<file path="config.mk">
export PLATFORM = sky130hd
export DESIGN_NAME = prf_free_list_flat
export DESIGN_NICKNAME = d
export VERILOG_FILES = /design/src/rtl/prf_free_list_pkg.sv /design/src/rtl/prf_free_list_if.sv /design/src/rtl/prf_free_list.sv /design/src/flat_wrapper.sv
export SDC_FILE = /design/constraint.sdc
export NUM_CORES = 1
export LEC_CHECK = 0
export CORE_UTILIZATION = 40
export DETAILED_ROUTE_END_ITERATION = 8
export PLACE_DENSITY = 0.59
export SLEW_MARGIN = 0
export SYNTH_ARGS = -nofsm -noshare
export SYNTH_HDL_FRONTEND = slang
export SYNTH_SLANG_ARGS = --single-unit
</file>
<file path="constraint.sdc">
create_clock -name clk -period 3 [get_ports clk]
set_clock_uncertainty 0.05 [all_clocks]
set_input_delay 0.6 -clock clk [delete_from_list [all_inputs] [get_ports clk]]
set_output_delay 0.6 -clock clk [all_outputs]
set_load 0.1 [all_outputs]
</file>
<file path="src/rtl/prf_free_list_pkg.sv">
// Shared CPU sizing constants for the rename-stage free list.
// FL_DEPTH and FL_PTR_W are exported so ROB/ID credit counters can be sized
// from the same source as the free list itself.
package prf_free_list_pkg;

  localparam int PRF_DEPTH = 64;
  localparam int ARF_DEPTH = 32;
  localparam int PRF_IDX   = $clog2(PRF_DEPTH);
  localparam int ARF_IDX   = $clog2(ARF_DEPTH);

  // Free list holds every physical register not pinned by the architectural map.
  localparam int FL_DEPTH  = PRF_DEPTH - ARF_DEPTH;
  localparam int FL_IDX_W  = $clog2(FL_DEPTH);
  // Extra MSB is the wrap bit that separates full from empty.
  localparam int FL_PTR_W  = FL_IDX_W + 1;
  localparam int FL_CNT_W  = $clog2(FL_DEPTH + 1);

  typedef logic [PRF_IDX-1:0]  prf_idx_t;
  typedef logic [ARF_IDX-1:0]  arf_idx_t;
  typedef logic [FL_PTR_W-1:0] fl_ptr_t;
  typedef logic [FL_CNT_W-1:0] fl_cnt_t;

endpackage

</file>
<file path="src/rtl/prf_free_list_if.sv">
// Rename/commit-side bundle of the physical register free list.
// master: rename + ROB driving requests; slave: the free list.
interface prf_free_list_if
  import prf_free_list_pkg::*;
();

  logic     alloc_valid;
  logic     alloc_ready;
  prf_idx_t alloc_idx;
  logic     commit_valid;
  prf_idx_t commit_old_phy;
  logic     flush;
  fl_cnt_t  free_count;
  logic     fl_err;

  modport master (
    output alloc_valid,
    output commit_valid,
    output commit_old_phy,
    output flush,
    input  alloc_ready,
    input  alloc_idx,
    input  free_count,
    input  fl_err
  );

  modport slave (
    input  alloc_valid,
    input  commit_valid,
    input  commit_old_phy,
    input  flush,
    output alloc_ready,
    output alloc_idx,
    output free_count,
    output fl_err
  );

endinterface

</file>
<file path="src/rtl/prf_free_list.sv">
// Physical register free list: circular FIFO of free PRF indices.
// Rename pops from head, commit pushes the superseded mapping at tail, and
// arch_head tracks the retired position so a flush rewinds head in one cycle.
// Optional integrity checking is enabled with the FREE_LIST_CHECK_EN macro.
module prf_free_list
  import prf_free_list_pkg::*;
(
  input  logic           clk,
  input  logic           rst_n,
  prf_free_list_if.slave fl
);

  // Advance a pointer by one slot, toggling the wrap bit at the last slot.
  function automatic fl_ptr_t ptr_inc(input fl_ptr_t p);
    fl_ptr_t r;
    if (p[FL_IDX_W-1:0] == FL_IDX_W'(FL_DEPTH - 1)) begin
      r = {~p[FL_PTR_W-1], {FL_IDX_W{1'b0}}};
    end else begin
      r = p + FL_PTR_W'(1);
    end
    return r;
  endfunction

  // Number of slots from lo up to (not including) hi, wrap-bit aware.
  function automatic fl_cnt_t ptr_dist(input fl_ptr_t hi, input fl_ptr_t lo);
    int d;
    d = int'(hi[FL_IDX_W-1:0]) - int'(lo[FL_IDX_W-1:0]);
    if (hi[FL_PTR_W-1] != lo[FL_PTR_W-1]) begin
      d = d + FL_DEPTH;
    end else begin
      d = d + 0;
    end
    return FL_CNT_W'(d);
  endfunction

  prf_idx_t mem_q [FL_DEPTH];
  fl_ptr_t  head_q, head_d;
  fl_ptr_t  tail_q, tail_d;
  fl_ptr_t  arch_head_q, arch_head_d;
  fl_cnt_t  free_count_q, free_count_d;
  logic     empty_s, full_s, pop_s, push_s;

  // Handshake qualification and next-state pointer arithmetic.
  always_comb begin
    empty_s = (head_q == tail_q);
    full_s  = (head_q[FL_IDX_W-1:0] == tail_q[FL_IDX_W-1:0]) &&
              (head_q[FL_PTR_W-1] != tail_q[FL_PTR_W-1]);
    // A flush discards the rename in the same cycle.
    pop_s   = fl.alloc_valid && !empty_s && !fl.flush;
    push_s  = fl.commit_valid && !full_s;

    if (push_s) begin
      tail_d      = ptr_inc(tail_q);
      arch_head_d = ptr_inc(arch_head_q);
    end else begin
      tail_d      = tail_q;
      arch_head_d = arch_head_q;
    end

    // Recovery rewinds to the retired head including this cycle's commit.
    if (fl.flush) begin
      head_d = arch_head_d;
    end else if (pop_s) begin
      head_d = ptr_inc(head_q);
    end else begin
      head_d = head_q;
    end

    free_count_d = ptr_dist(tail_d, head_d);
  end

  // Pointer and occupancy registers; reset image is a full list.
  always_ff @(posedge clk or negedge rst_n) begin
    if (!rst_n) begin
      head_q       <= '0;
      arch_head_q  <= '0;
      tail_q       <= {1'b1, {FL_IDX_W{1'b0}}};
      free_count_q <= FL_CNT_W'(FL_DEPTH);
    end else begin
      head_q       <= head_d;
      arch_head_q  <= arch_head_d;
      tail_q       <= tail_d;
      free_count_q <= free_count_d;
    end
  end

  // Index storage: reset to ARF_DEPTH+i, commit writes the freed index at tail.
  always_ff @(posedge clk or negedge rst_n) begin
    if (!rst_n) begin
      for (int i = 0; i < FL_DEPTH; i++) begin
        mem_q[i] <= PRF_IDX'(ARF_DEPTH + i);
      end
    end else begin
      if (push_s) begin
        mem_q[tail_q[FL_IDX_W-1:0]] <= fl.commit_old_phy;
      end
    end
  end

  assign fl.alloc_ready = !empty_s;
  assign fl.alloc_idx   = mem_q[head_q[FL_IDX_W-1:0]];
  assign fl.free_count  = free_count_q;

`ifdef FREE_LIST_CHECK_EN
  logic [PRF_DEPTH-1:0] in_list_q, in_list_d;
  logic                 err_s;
  logic                 fl_err_q;
  fl_cnt_t              inflight_s;
  logic [FL_IDX_W-1:0]  rs_slot_s;

  // Membership shadow: pop clears, flush re-marks in-flight entries, push sets.
  always_comb begin
    in_list_d  = in_list_q;
    err_s      = 1'b0;
    inflight_s = ptr_dist(head_q, arch_head_d);
    rs_slot_s  = '0;

    if (pop_s) begin
      if (!in_list_q[fl.alloc_idx]) begin
        err_s = 1'b1;
      end else begin
        err_s = err_s;
      end
      in_list_d[fl.alloc_idx] = 1'b0;
    end else begin
      in_list_d = in_list_d;
    end

    // Entries renamed but not retired go back to the pool on recovery.
    if (fl.flush) begin
      for (int k = 0; k < FL_DEPTH; k++) begin
        if (k < int'(inflight_s)) begin
          rs_slot_s = FL_IDX_W'((int'(arch_head_d[FL_IDX_W-1:0]) + k) % FL_DEPTH);
          in_list_d[mem_q[rs_slot_s]] = 1'b1;
        end else begin
          rs_slot_s = rs_slot_s;
        end
      end
    end else begin
      in_list_d = in_list_d;
    end

    if (fl.commit_valid) begin
      if (full_s || in_list_q[fl.commit_old_phy]) begin
        err_s = 1'b1;
      end else begin
        err_s = err_s;
      end
      if (push_s) begin
        in_list_d[fl.commit_old_phy] = 1'b1;
      end else begin
        in_list_d = in_list_d;
      end
    end else begin
      err_s = err_s;
    end
  end

  // Membership vector and sticky error flag.
  always_ff @(posedge clk or negedge rst_n) begin
    if (!rst_n) begin
      in_list_q <= {{FL_DEPTH{1'b1}}, {ARF_DEPTH{1'b0}}};
      fl_err_q  <= 1'b0;
    end else begin
      in_list_q <= in_list_d;
      fl_err_q  <= fl_err_q | err_s;
    end
  end

  // Report each integrity violation as it is detected.
  always_ff @(posedge clk) begin
    if (rst_n && err_s) begin
      $error("prf_free_list: integrity violation (double free, overflow or double alloc)");
    end
  end

  assign fl.fl_err = fl_err_q;
`else
  assign fl.fl_err = 1'b0;
`endif

endmodule
</file>
<file path="src/flat_wrapper.sv">
// flat-port wrapper written by rule: the top's interface ports become plain ports
module prf_free_list_flat import prf_free_list_pkg::*;
  (clk, rst_n, fl_alloc_valid, fl_commit_valid, fl_commit_old_phy, fl_flush, fl_alloc_ready, fl_alloc_idx, fl_free_count, fl_fl_err);
  prf_free_list_if fl_i ();
  input  logic clk;
  input  logic rst_n;
  input wire logic [$bits(fl_i.alloc_valid)-1:0] fl_alloc_valid;
  input wire logic [$bits(fl_i.commit_valid)-1:0] fl_commit_valid;
  input wire logic [$bits(fl_i.commit_old_phy)-1:0] fl_commit_old_phy;
  input wire logic [$bits(fl_i.flush)-1:0] fl_flush;
  output wire logic [$bits(fl_i.alloc_ready)-1:0] fl_alloc_ready;
  output wire logic [$bits(fl_i.alloc_idx)-1:0] fl_alloc_idx;
  output wire logic [$bits(fl_i.free_count)-1:0] fl_free_count;
  output wire logic [$bits(fl_i.fl_err)-1:0] fl_fl_err;
  assign fl_i.alloc_valid = fl_alloc_valid;
  assign fl_i.commit_valid = fl_commit_valid;
  assign fl_i.commit_old_phy = fl_commit_old_phy;
  assign fl_i.flush = fl_flush;
  assign fl_alloc_ready = fl_i.alloc_ready;
  assign fl_alloc_idx = fl_i.alloc_idx;
  assign fl_free_count = fl_i.free_count;
  assign fl_fl_err = fl_i.fl_err;
  prf_free_list u_core (.clk(clk), .rst_n(rst_n), .fl(fl_i));
endmodule
</file>
==> results.toml, run 1 <==
[worst_setup_path]
worst_path_largest_cell_delay_ns = 0.53
crit_arrival_ns = 3.69
criticalPathCategory = "reg2reg"
ff2ff_setup_slack_ns = -0.28
endpoint_kind = "flop"
cp_num_buf_inv = 2
crit_path_top_delay_cell = "dfrtp_4"
start_kind = "flop"
path_cells = "buf_6 > xor2_2 > a2111o_1 > buf_6 > o21a_4 > mux2_4 > nand2_2 > o21a_1 > ha_1 > nor2b_4 > nor3_2 > o21bai_1 > a21oi_2 > xnor2_1 > xnor2_1"
cp_top_family = "compound AO/OA/AOI/OAI gates"
cp_max_fo = 5
critPathRequiredTime_ns = 3.41

[cts]
clk_path_buf_depth = 3
worstSkewPairLatency_ns = 0.53
cts_tree = "yes"
clk_pin_slew_ns = 0.06
root_buffer = "clkbuf_16"
numCtsBuffers = 26
cts.sinks = 216
cts-htree-levels = 1

[floorplan]
io_pins = 25
die_h_um = 165
placement_rows = 59
dieWidth_um = 165
die-area_mm2 = 0.0273
core_mm2 = 0.0261
start_util_pct = 40.8

[logic_synthesis]
post-synth-top-count-cell = "mux2_2"
synth_flop_cell = "dfstp_2"
netlist_area_mm2 = 0.0107
synthTopCellsByCount = "144 x mux2_2, 114 x dfstp_2, 102 x dfrtp_1"
synth_edf_count = 0
synth-seq-area-share_pct = 52.0
yosys_warnings = 0
synth_seq_cells = 216
async_flop_share_pct = 100
synth_area_leaders = "dfstp_2 28%, dfrtp_1 24%, mux2_2 15%, mux4_2 6.3%, mux2_1 5.2%"
synthCells = 755
synth_cell_types = 52
syn_avg_cell_area_um2 = 14.1
yosysTopAreaCellShare_pct = 28.1
synth_fp_nets = 781
synth_top_cell_by_area = "dfstp_2"

[sta]
setup_viol = 9
hold_viol = 0
min_period_ns = 3.28
worstMarginPinSlew_ns = 0.844
final_max_slew_viol_count = 0
fmax_mhz = 305
period_share_pct = 109
slew_headroom_pct = 43.6
setup_ws_ns = -0.278
grt_setup_unrepaired = "true"

[placed_design]
place_ws_ns = -0.252
place_area_mm2 = 0.0118
portBuffers = 23
placed_cells = 1135
gp_congestion = 0.829
hpwl_um = 17000

[route]
viasPerCell = 5.57
drtIter0Drc = 282
finalWirelength_um = 26900
drc = 7
firstDrtPassIters = 6
post_drt_wl_per_cell_um = 22.2
via_count = 6727
antenna_left = 0

[global_route]
grt_start_max_net_pins = 69
grt_pass1_vias = 7241
grt.overflow.total = 0
antenna_found_initial = 0
grt_pass1_wl_um = 41900
grt_usage_pct = 20.3

[layout]
drive_above_1_share_pct = 63.8
area_delta_synth_final_pct = 27.0
final_util_pct = 51.8
final_cells = 1208
num_antenna_cells = 0
design_area_mm2 = 0.0135
num-nets-final = 879

[outcome]
violations = "design-rule violations, negative setup slack"
status = "complete, but fails checks"

[power_and_ir_drop]
peakVddDrop_uv = 821
finalPower_uw = 16700
p_per_area_mw_per_mm2 = 1230
leakage_uw = 0.00584

[min_path]
hold_path_class = "reg2reg"

[job]
max_cap_violations = 0
==> repair_timing <==
| item | 4_1_cts | 5_1_grt |
|---|---|---|
| endpoints found under the setup margin | 9 | 12 |
| pin swaps | 24 | 25 |
| hold buffers | 1 | 0 |
| hold endpoints to repair | 26 | 0 |
| buffers inserted | 13 | 10 |
| gates resized for setup | 68 | 53 |
| gates cloned | 3 | 2 |
==> metal layers <==
metal  vias to the layer above  track usage, %  routed length, um
li1                       3017               -                  -
met1                      3564            26.9              11900
met2                        97            34.3              13400
met3                        49            2.95                874
met4                         0            6.30                705
met5                         -               0                  0
==> state kept, by name, indices dropped and copies added (netlist names) <==
register and cells:
u_core.arch_head_q 6, u_core.fl.free_count 6, u_core.head_q 6, u_core.mem_q 192
u_core.tail_q 6
==> cell type report <==
cell class / count / area (um2)
fill: 2179 / 12600
sequential: 216 / 5550
multi-input combinational: 478 / 5290
timing repair buffer: 121 / 1260
clock buffer: 32 / 734
tap: 335 / 419
clock inverter: 16 / 241
inverter: 10 / 38.8
==> logic make-up after synthesis <==
logic type      after synthesis  synth area share, %
other cells                   1               0.0352
simple gates                 88                 5.79
mux                         263                 30.6
flops                       216                 52.0
xor+xnor                     11                0.904
compound gates              100                 6.34
buf+inv                      61                 2.51
fa+ha+maj                    15                 1.83
==> placed cells by master (no fill, tap or decap), drive strengths merged, types with 2 or more instances in the layout <==
master	count
mux2	195
dfstp	114
buf	108
dfrtp	102
mux2i	38
clkbuf	35
mux4	30
nand3	27
nand2	27
o21ai	23
o221ai	18
ha	14
a21oi	13
o22ai	12
a21o	10
clkdlybuf4s50	9
inv	9
xnor2	8
clkinv	8
nor2	7
a211oi	6
bufinv	6
nand2b	6
and3	4
nor3b	4
a31oi	3
o21bai	3
o211ai	3
clkinvlp	3
xor2	3
o21a	3
o31ai	2
and3b	2
nor2b	2
or2	2
nor3	2
==> worst paths after layout <==
path                                  startpoint  cells past startpoint                      end
max                             u_core.head_q[0]                     15  u_core.fl.free_count[5]
min                        u_core.arch_head_q[5]                      1    u_core.arch_head_q[5]
max reg2reg                     u_core.head_q[0]                     15  u_core.fl.free_count[5]
min reg2reg                u_core.arch_head_q[5]                      1    u_core.arch_head_q[5]
max in group asynchronous                  rst_n                      3          u_core.mem_q[7]
min in group asynchronous                  rst_n                      2    u_core.arch_head_q[1]
==> stage by stage <==
| stage | TNS [ns] | hold WS, ns |
|---|---|---|
| 5_1_grt | -2.25 | 0.449 |
| 3_5_place_dp | -0.461 | 0.410 |
| 3_3_place_gp | -0.429 | 0.405 |
| 4_1_cts | -1.87 | 0.422 |
| 6_report | -1.43 | 0.426 |
| 2_1_floorplan | -0.0667 | 0.254 |
==> where the power goes <==
| part | leakage, uW | switching, uW | internal, uW |
|---|---|---|---|
| logic | 0.00288 | 4290 | 3800 |
| registers | 0.00249 | 626 | 4480 |
| clock network | 0.000475 | 1250 | 2250 |
| total | 0.00584 | 6160 | 10500 |
Power figures use the tool's default switching activity.
==> inputs of run 2 (changes only) <==
- CAP_MARGIN: default -> 20
- CORE_MARGIN: default -> 1
==> results of run 2 <==
Same layout as run 1: the final DEF is identical, and so are final timing and power.
